File: config.mk
export PLATFORM = sky130hd
export DESIGN_NAME = rtc_wb2reg
export DESIGN_NICKNAME = d
export VERILOG_FILES = /design/src/rtl/rtc_pkg.sv /design/src/rtl/rtc_wb2reg_tmr.sv /design/src/rtl/rtc_wb2reg.sv
export SDC_FILE = /design/constraint.sdc
export NUM_CORES = 1
export LEC_CHECK = 0
export CORE_MARGIN = 4
export CORE_UTILIZATION = 49
export CTS_CLUSTER_SIZE = 24
export DETAILED_ROUTE_END_ITERATION = 8
export DONT_BUFFER_PORTS = 1
export PLACE_DENSITY = 0.68
export REMOVE_ABC_BUFFERS = 1
export SLEW_MARGIN = 20
export SYNTH_ARGS = -nofsm -noshare
export SYNTH_HDL_FRONTEND = slang
export SYNTH_SLANG_ARGS = --single-unit
File: constraint.sdc
create_clock -name sys_clk -period 7.75 [get_ports sys_clk]
set_input_delay 0.3875 -clock sys_clk [delete_from_list [all_inputs] [get_ports sys_clk]]
set_output_delay 0.3875 -clock sys_clk [all_outputs]
set_load 0.02 [all_outputs]
File: src/rtl/rtc_pkg.sv
// Shared definitions for the RTC Wishbone-to-register-bus bridge.
// Holds the bridge FSM encoding and the default error read-data pattern.
package rtc_pkg;

  typedef enum logic [1:0] {
    ST_IDLE  = 2'd0,
    ST_REQ   = 2'd1,
    ST_RESP  = 2'd2,
    ST_DRAIN = 2'd3
  } wb_state_e;

  localparam logic [31:0] RTC_ERR_DATA = 32'hDEAD_BEEF;
  localparam logic [7:0]  TO_CNT_MAX   = 8'hFF;

endpackage

File: src/rtl/rtc_wb2reg_tmr.sv
// Register-bus wait counter: cleared while the bridge is idle, counts REQ cycles
// without reg_ack, and flags the last cycle before the timeout limit.
module rtc_wb2reg_tmr #(
  parameter int TIMEOUT = 255
) (
  input  logic sys_clk,
  input  logic reset,
  input  logic i_clr,
  input  logic i_en,
  output logic o_term
);

  localparam int W = $clog2(TIMEOUT + 1);

  logic [W-1:0] r_cnt;

  // NOTE: sequential state uses non-blocking assignments so every flop samples pre-edge values.
  always_ff @(posedge sys_clk or posedge reset) begin
    if (reset) begin
      r_cnt <= '0;
    end else if (i_clr) begin
      r_cnt <= '0;
    end else if (i_en) begin
      r_cnt <= r_cnt + W'(1);
    end
  end

  // Terminal one cycle early so the REQ phase lasts exactly TIMEOUT cycles.
  assign o_term = (r_cnt == W'(TIMEOUT - 1));

endmodule

File: src/rtl/rtc_wb2reg.sv
// Wishbone slave to RTC register-bus bridge with reg_ack timeout, error response
// and drain of transactions the master abandons while the register bus is busy.
module rtc_wb2reg
  import rtc_pkg::*;
#(
  parameter int          AW       = 5,
  parameter int          TIMEOUT  = 255,
  parameter logic [31:0] ERR_DATA = RTC_ERR_DATA
) (
  input  logic          sys_clk,
  input  logic          reset,
  input  logic          wbs_cyc_i,
  input  logic          wbs_stb_i,
  input  logic          wbs_we_i,
  input  logic [AW+1:0] wbs_adr_i,
  input  logic [3:0]    wbs_sel_i,
  input  logic [31:0]   wbs_dat_i,
  output logic [31:0]   wbs_dat_o,
  output logic          wbs_ack_o,
  output logic          wbs_err_o,
  output logic          reg_cs,
  output logic [AW-1:0] reg_addr,
  output logic [31:0]   reg_wdata,
  output logic [3:0]    reg_be,
  output logic          reg_wr,
  input  logic [31:0]   reg_rdata,
  input  logic          reg_ack,
  output logic [7:0]    timeout_cnt
);

  wb_state_e r_state;
  logic      r_abort;
  logic      w_term;
  logic      w_drain;
  logic      w_unused;

  // Byte-lane bits of the address carry no information on a word bus.
  assign w_unused = ^wbs_adr_i[1:0];
  assign w_drain  = r_abort || !wbs_cyc_i;

  rtc_wb2reg_tmr #(
    .TIMEOUT (TIMEOUT)
  ) u_tmr (
    .sys_clk (sys_clk),
    .reset   (reset),
    .i_clr   (r_state == ST_IDLE),
    .i_en    ((r_state == ST_REQ) && !reg_ack),
    .o_term  (w_term)
  );

  always_ff @(posedge sys_clk or posedge reset) begin
    if (reset) begin
      r_state     <= ST_IDLE;
      r_abort     <= 1'b0;
      reg_cs      <= 1'b0;
      reg_wr      <= 1'b0;
      reg_addr    <= '0;
      reg_be      <= '0;
      reg_wdata   <= '0;
      wbs_ack_o   <= 1'b0;
      wbs_err_o   <= 1'b0;
      wbs_dat_o   <= '0;
      timeout_cnt <= '0;
    end else begin
      wbs_ack_o <= 1'b0;
      wbs_err_o <= 1'b0;
      case (r_state)
        ST_IDLE: begin
          if (wbs_cyc_i && wbs_stb_i) begin
            reg_addr  <= wbs_adr_i[AW+1:2];
            reg_wr    <= wbs_we_i;
            reg_be    <= wbs_sel_i;
            reg_wdata <= wbs_dat_i;
            reg_cs    <= 1'b1;
            r_abort   <= 1'b0;
            r_state   <= ST_REQ;
          end
        end
        ST_REQ: begin
          // The register bus cannot be aborted: a dropped cycle only suppresses the response.
          if (reg_ack) begin
            reg_cs <= 1'b0;
            if (w_drain) begin
              r_state <= ST_DRAIN;
            end else begin
              wbs_dat_o <= reg_wr ? 32'h0 : reg_rdata;
              wbs_ack_o <= 1'b1;
              r_state   <= ST_RESP;
            end
          end else if (w_term) begin
            reg_cs <= 1'b0;
            if (timeout_cnt != TO_CNT_MAX) begin
              timeout_cnt <= timeout_cnt + 8'd1;
            end
            if (w_drain) begin
              r_state <= ST_DRAIN;
            end else begin
              wbs_dat_o <= ERR_DATA;
              wbs_err_o <= 1'b1;
              r_state   <= ST_RESP;
            end
          end else if (!wbs_cyc_i) begin
            r_abort <= 1'b1;
          end
        end
        ST_RESP:  r_state <= ST_IDLE;
        ST_DRAIN: r_state <= ST_IDLE;
        default:  r_state <= ST_IDLE;
      endcase
    end
  end

endmodule

=== After elaboration in Yosys (flattened, before gate mapping) ===
Index checks and enable logic that the tools add are counted.

* Add/subtract/negate cells: 2
* Equal/unequal tests: 10
* Muxes and demuxes: 27
* Bitwise logic cells: 2
* Reduce and logical (&&, ||, !) cells: 16

{| class="wikitable"
|+ Operators with widths
! kind !! number
|-
| $mux W32 || 5
|-
| $add A8 B1 Y8 const B || 2
|-
| $mux W8 || 2
|-
| $mux W1 || 14
|-
| $eq A8 B8 Y1 const B || 1
|-
| $ne A2 B2 Y1 const B || 4
|-
| $ne A8 B8 Y1 const B || 1
|-
| $mux W2 || 3
|-
| $pmux W2 S3 || 1
|-
| $reduce_and A3 Y1 || 2
|-
| $reduce_bool A2 Y1 || 3
|-
| $reduce_and A5 Y1 || 1
|-
| $eq A2 B2 Y1 const B || 2
|-
| $pmux W1 S2 || 2
|-
| $reduce_and A2 Y1 || 2
|-
| $reduce_and A4 Y1 || 1
|-
| $ne A3 B2 Y1 const B || 1
|-
| $eq A2 B1 Y1 const B || 1
|-
| $logic_and A1 B1 Y1 || 2
|-
| $logic_not A1 Y1 || 2
|-
| $logic_not A2 Y1 || 1
|-
| $not A1 Y1 || 2
|-
| $reduce_or A2 Y1 || 1
|-
| $logic_or A1 B1 Y1 || 1
|}

* Bits in registers: 96
* Input bits: 81
* Output and inout port bits: 85
* Logic and storage cells: 69

=== Logic depth before layout (Yosys ltp) ===
* Word-level depth: 6
* Mapped depth: 8
* Mapped depth without buffers: 6

=== Hierarchy ===
Synthesis repeated with hierarchy kept, for this count alone.

* Cell total of the unflattened synthesis: 309
* Area total of the unflattened synthesis: 4,011.3 um2

{| class="wikitable"
|+ By module, submodules not included
! module !! times used !! cells an instance !! area each (um2) !! seq. area each (um2)
|-
| rtc_wb2reg || 1 || 267 || 3,604.7 || 2,202.1
|-
| rtc_wb2reg_tmr || 1 || 42 || 406.6 || 200.2
|}

=== Worst setup path before layout ===
OpenSTA, ideal clock, no wires.

* Kind: register to register
* Start: register u_tmr.r_cnt[0]
* End: register wbs_dat_o[29]
* Setup time: 0.096 ns
* Arrival: 1.557 ns
* Data required time: 7.654 ns
* Path slack: 6.098 ns
* Cell stages (with the launch flop): 9
* Buffers on the path: 2
* Period minus slack after synthesis: 1.652 ns
* Cells stage by stage: dfrtp_1 > inv_1 > ha_1 > and4_1 > a21oi_1 > buf_2 > buf_2 > o21ai_0 > o31ai_1

* Cells in the longest elaborated chain, start to end: 3

{| class="wikitable"
|+ RTL lines
! item !! line !! source
|-
| start: declaration || rtc_wb2reg_tmr.sv:15 || <nowiki>logic [W-1:0] r_cnt;</nowiki>
|-
| start signal: assignment || rtc_wb2reg_tmr.sv:24 || <nowiki>r_cnt <= r_cnt + W'(1);</nowiki>
|-
| $eq A8 B8 Y1 || rtc_wb2reg_tmr.sv:29 || <nowiki>assign o_term = (r_cnt == W'(TIMEOUT - 1));</nowiki>
|-
| $reduce_bool A2 Y1 (no source line) || - ||
|-
| $reduce_and A3 Y1 (no source line) || - ||
|-
| end signal: assignment || rtc_wb2reg.sv:86 || <nowiki>wbs_dat_o <= reg_wr ? 32'h0 : reg_rdata;</nowiki>
|-
| end: declaration || rtc_wb2reg.sv:18 || <nowiki>output logic [31:0] wbs_dat_o,</nowiki>
|}

Every way passes these cells.
A chain may end at the register's enable or synchronous reset.

=== Worst setup path in the final report ===
* Start: register u_tmr.r_cnt[0]
* End: register wbs_dat_o[5]

The elaborated chain is that of the path after synthesis.

==> results.sh <==
export IMPL_yosysTopAreaCell="dfrtp_1"
export IMPL_stdcell_area_sq_um=4240
export IMPL_p_seq_frac=0.627
export IMPL_nets=390
export IMPL_yosys_top_cells_area="dfrtp_1, mux2_2, a2bb2oi_1"
export IMPL_wl_um=8040
export IMPL_drtPass1Iterations=6
export IMPL_multi_input_area_sq_um=1460
export IMPL_clk_pin_slew_ns=0.09
export IMPL_cts_setup_buffers=0
export IMPL_initial_core_util=0.508
export IMPL_fillers=649
export IMPL_core_area_sq_um=7810
export IMPL_clock_sink_count=96
export IMPL_drv_slew=0
export IMPL_final_min_clock_period_ns=2.29
export IMPL_path_cells="inv_1 > ha_1 > and4_1 > a21oi_1 > buf_4 > nor2_2 > a2bb2oi_1"
export IMPL_track_usage=0.171
export IMPL_grt_max_degree=57
export IMPL_num_vias=2397
export IMPL_crit_required_ns=8.01
export IMPL_wire_per_inst_um=19.5
export IMPL_die_h_um=98.0
export IMPL_core_rowCount=32
export IMPL_start_kind="flip-flop"
export IMPL_cp_data_arrival_time_ns=2.55
export IMPL_ys_warn_count=0
export IMPL_max_slew_margin=0.349
export IMPL_synth_cells=308
export IMPL_ys_ff_latch=96
export IMPL_grt_util_met2=0.255
export IMPL_grt_pass1_wl_um=13100
export IMPL_pwr_share_comb=0.195
export IMPL_die_area_sq_um=9600
export IMPL_synth_main_ff_cell="dfrtp_1"
export IMPL_drive_gt1_frac=0.212
export IMPL_antenna_found_initial=0
export IMPL_tns_ns=0
export IMPL_grt_util_met1=0.214
export IMPL_power_switching_uw=738
export IMPL_max_stage_delay_ns=0.77
export IMPL_cp_max_fo=24
export IMPL_avgSynthCellArea_sq_um=12.9
export IMPL_rsz0062_at_grt="no"
export IMPL_synth_cell_area_sq_um=3970
export IMPL_grt_pass1_vias=2554
export IMPL_finalHoldViolCount=12
export IMPL_fmax_mhz=436
export IMPL_grt_remaining_overflow=0
export IMPL_cts_buffers_inserted=9
export IMPL_hold_class="primary input to asynchronous set/reset pin"
export IMPL_leakagePower_nw=1.82
export IMPL_seq_area_sq_um=2400
export IMPL_fin_worst_skew_ns=0.00945
export IMPL_drc=0
export IMPL_io_pin_count=166
export IMPL_end_kind="flip-flop"
export IMPL_top_usage_layer="met2"
export IMPL_timing_hold_ws_ns=-0.00855
export IMPL_port_buffers=0
export IMPL_power_frac_clock=0.179
export IMPL_synth_common_cells="dfrtp_1, mux2_2, nand2b_1"
export IMPL_clock_path_buffers=2
export IMPL_antennaDiodeCount=0
export IMPL_setup_violations=0
export IMPL_cts_tree="built"
export IMPL_post_synth_top_area_fraction=0.606
export IMPL_synth_edf_count=0
export IMPL_synth_most_common_cell="dfrtp_1"
export IMPL_powerDensity_nw_per_um2=428
export IMPL_ys_types=33
export IMPL_switching_share=0.407
export IMPL_htreeDepth=3
export IMPL_tightest_slew_ns=0.975
export IMPL_via_per_inst=5.80
export IMPL_clkLatencyLatePin_ns=0.35
export IMPL_placed_cell_area_sq_um=4020
export IMPL_cp_num_buf_inv=2
export IMPL_use_met3=0.0871
export IMPL_post_cts_resize_count=0
export IMPL_intPower_mw=1.08
export IMPL_dieWidth_um=98.0
export IMPL_yosysSeqAreaShare=0.606
export IMPL_cp_slowest_cell="nor2_2"
export IMPL_post_route_period_util=0.296
export IMPL_ant_nets=0
export IMPL_status="finished with violations"
export IMPL_area_growth_pct=6.91
export IMPL_crit_family="simple AND/OR/NAND/NOR gates"
export IMPL_peakVddDrop_uv=235
export IMPL_cts_hold_buf=0
export IMPL_place_gp_congestion=0.746
export IMPL_violations="negative hold slack"
export IMPL_cap_violations=0
export IMPL_hpwl_um=5570
export IMPL_crit_type="flip-flop to flip-flop"
export IMPL_cts_root_buffer="clkbuf_8"
export IMPL_ys_async_sr_fraction=1.00
export IMPL_drtIter0Drc=106
area by class of cell:
class,instances,share of cell area
Timing Repair Buffer,3,0.00826
Multi-Input combinational cell,193,0.345
Tap cell,102,0.0301
Clock buffer,11,0.0334
Inverter,3,0.00295
Clock inverter,5,0.0133
Sequential cell,96,0.567
worst register-to-register path: stages (launching register included):
cell and delay [ns]:
dfrtp_1 0.42, inv_1 0.07, ha_1 0.13, and4_1 0.29, a21oi_1 0.09, buf_4 0.21, nor2_2 0.77, a2bb2oi_1 0.23
cells by family (layout without fill, tap and decap cells):
| logic type | after synthesis | count (layout) | share of synthesized area |
|---|---|---|---|
| and+or+nand+nor | 87 | 87 | 0.126 |
| muxes | 44 | 44 | 0.125 |
| xor gates and xnor gates | 6 | 6 | 0.0133 |
| DFF | 96 | 96 | 0.606 |
| AOI/OAI and AO/OA | 53 | 53 | 0.0956 |
| adders and majority gates | 3 | 3 | 0.00947 |
| buffers and inverters | 19 | 22 | 0.0249 |
power groups by stage:
stage	combinational [mW]	sequential (mW)	clock, mW
3_3_place_gp	0.338	1.15	0
6_report	0.353	1.14	0.324
2_1_floorplan	0.304	1.08	0
3_5_place_dp	0.358	1.15	0
5_1_grt	0.397	1.17	0.358
4_1_cts	0.355	1.14	0.333
through the flow:
step                 util  power, mW  cells  setup slack (ns)
floorplan               -       1.39    292              4.86
global placement    0.515       1.48    396              5.42
detailed placement  0.515       1.50    396              5.40
CTS                 0.540       1.83    412              5.38
global route        0.543       1.93    413              5.27
finish              0.543       1.81    413              5.46
path summary, 6_finish.rpt:
check                                                start                   endpoint  slack, ns  cells past startpoint
worst max-delay path            u_tmr.r_cnt[0]$_DFFE_PP0P_   wbs_dat_o[5]$_DFFE_PP0P_       5.46                      7
worst min-delay path                                 reset  reg_wdata[16]$_DFFE_PP0P_     -0.009                      1
worst max register to register  u_tmr.r_cnt[0]$_DFFE_PP0P_   wbs_dat_o[5]$_DFFE_PP0P_       5.46                      7
worst min register to register         r_abort$_DFFE_PP0P_        wbs_err_o$_DFF_PP0_       0.49                      1
max in group asynchronous                            reset  reg_wdata[28]$_DFFE_PP0P_       6.62                      2
min in group sys_clk                          reg_rdata[8]   wbs_dat_o[8]$_DFFE_PP0P_       0.16                      2
placed cells by master (no fill, tap or decap), types with 2 or more instances in the layout:
master / synthesis / routed
a21oi_1: 4 / 4
a2bb2oi_1: 24 / 24
and2_1: 3 / 3
buf_4: 6 / 2
clkbuf_8: 0 / 10
clkinv_2: 0 / 3
dfrtp_1: 96 / 96
ha_1: 3 / 3
mux2_1: 2 / 2
mux2_2: 42 / 42
nand2_1: 15 / 15
nand2b_1: 26 / 26
nand3_1: 12 / 12
nand4_1: 5 / 5
nor2_1: 8 / 8
nor2b_1: 4 / 4
nor3_1: 4 / 4
nor4_1: 2 / 2
o21ai_0: 16 / 16
o31ai_1: 8 / 8
xor2_1: 6 / 6
registers in the layout (all words and copies together) (netlist names), 2 cells and up:
register	flops
timeout_cnt	8
reg_addr	5
r_state	2
wbs_dat_o	32
reg_wdata	32
u_tmr.r_cnt	8
reg_be	4
metal layers:
| layer | share of wire | routed length, um |
|---|---|---|
| met4 | 0.013 | 105 |
| met2 | 0.44 | 3570 |
| met1 | 0.42 | 3380 |
| met5 | 0 | 0 |
| met3 | 0.12 | 987 |
Note: power is estimated with default switching activity, not from simulation.
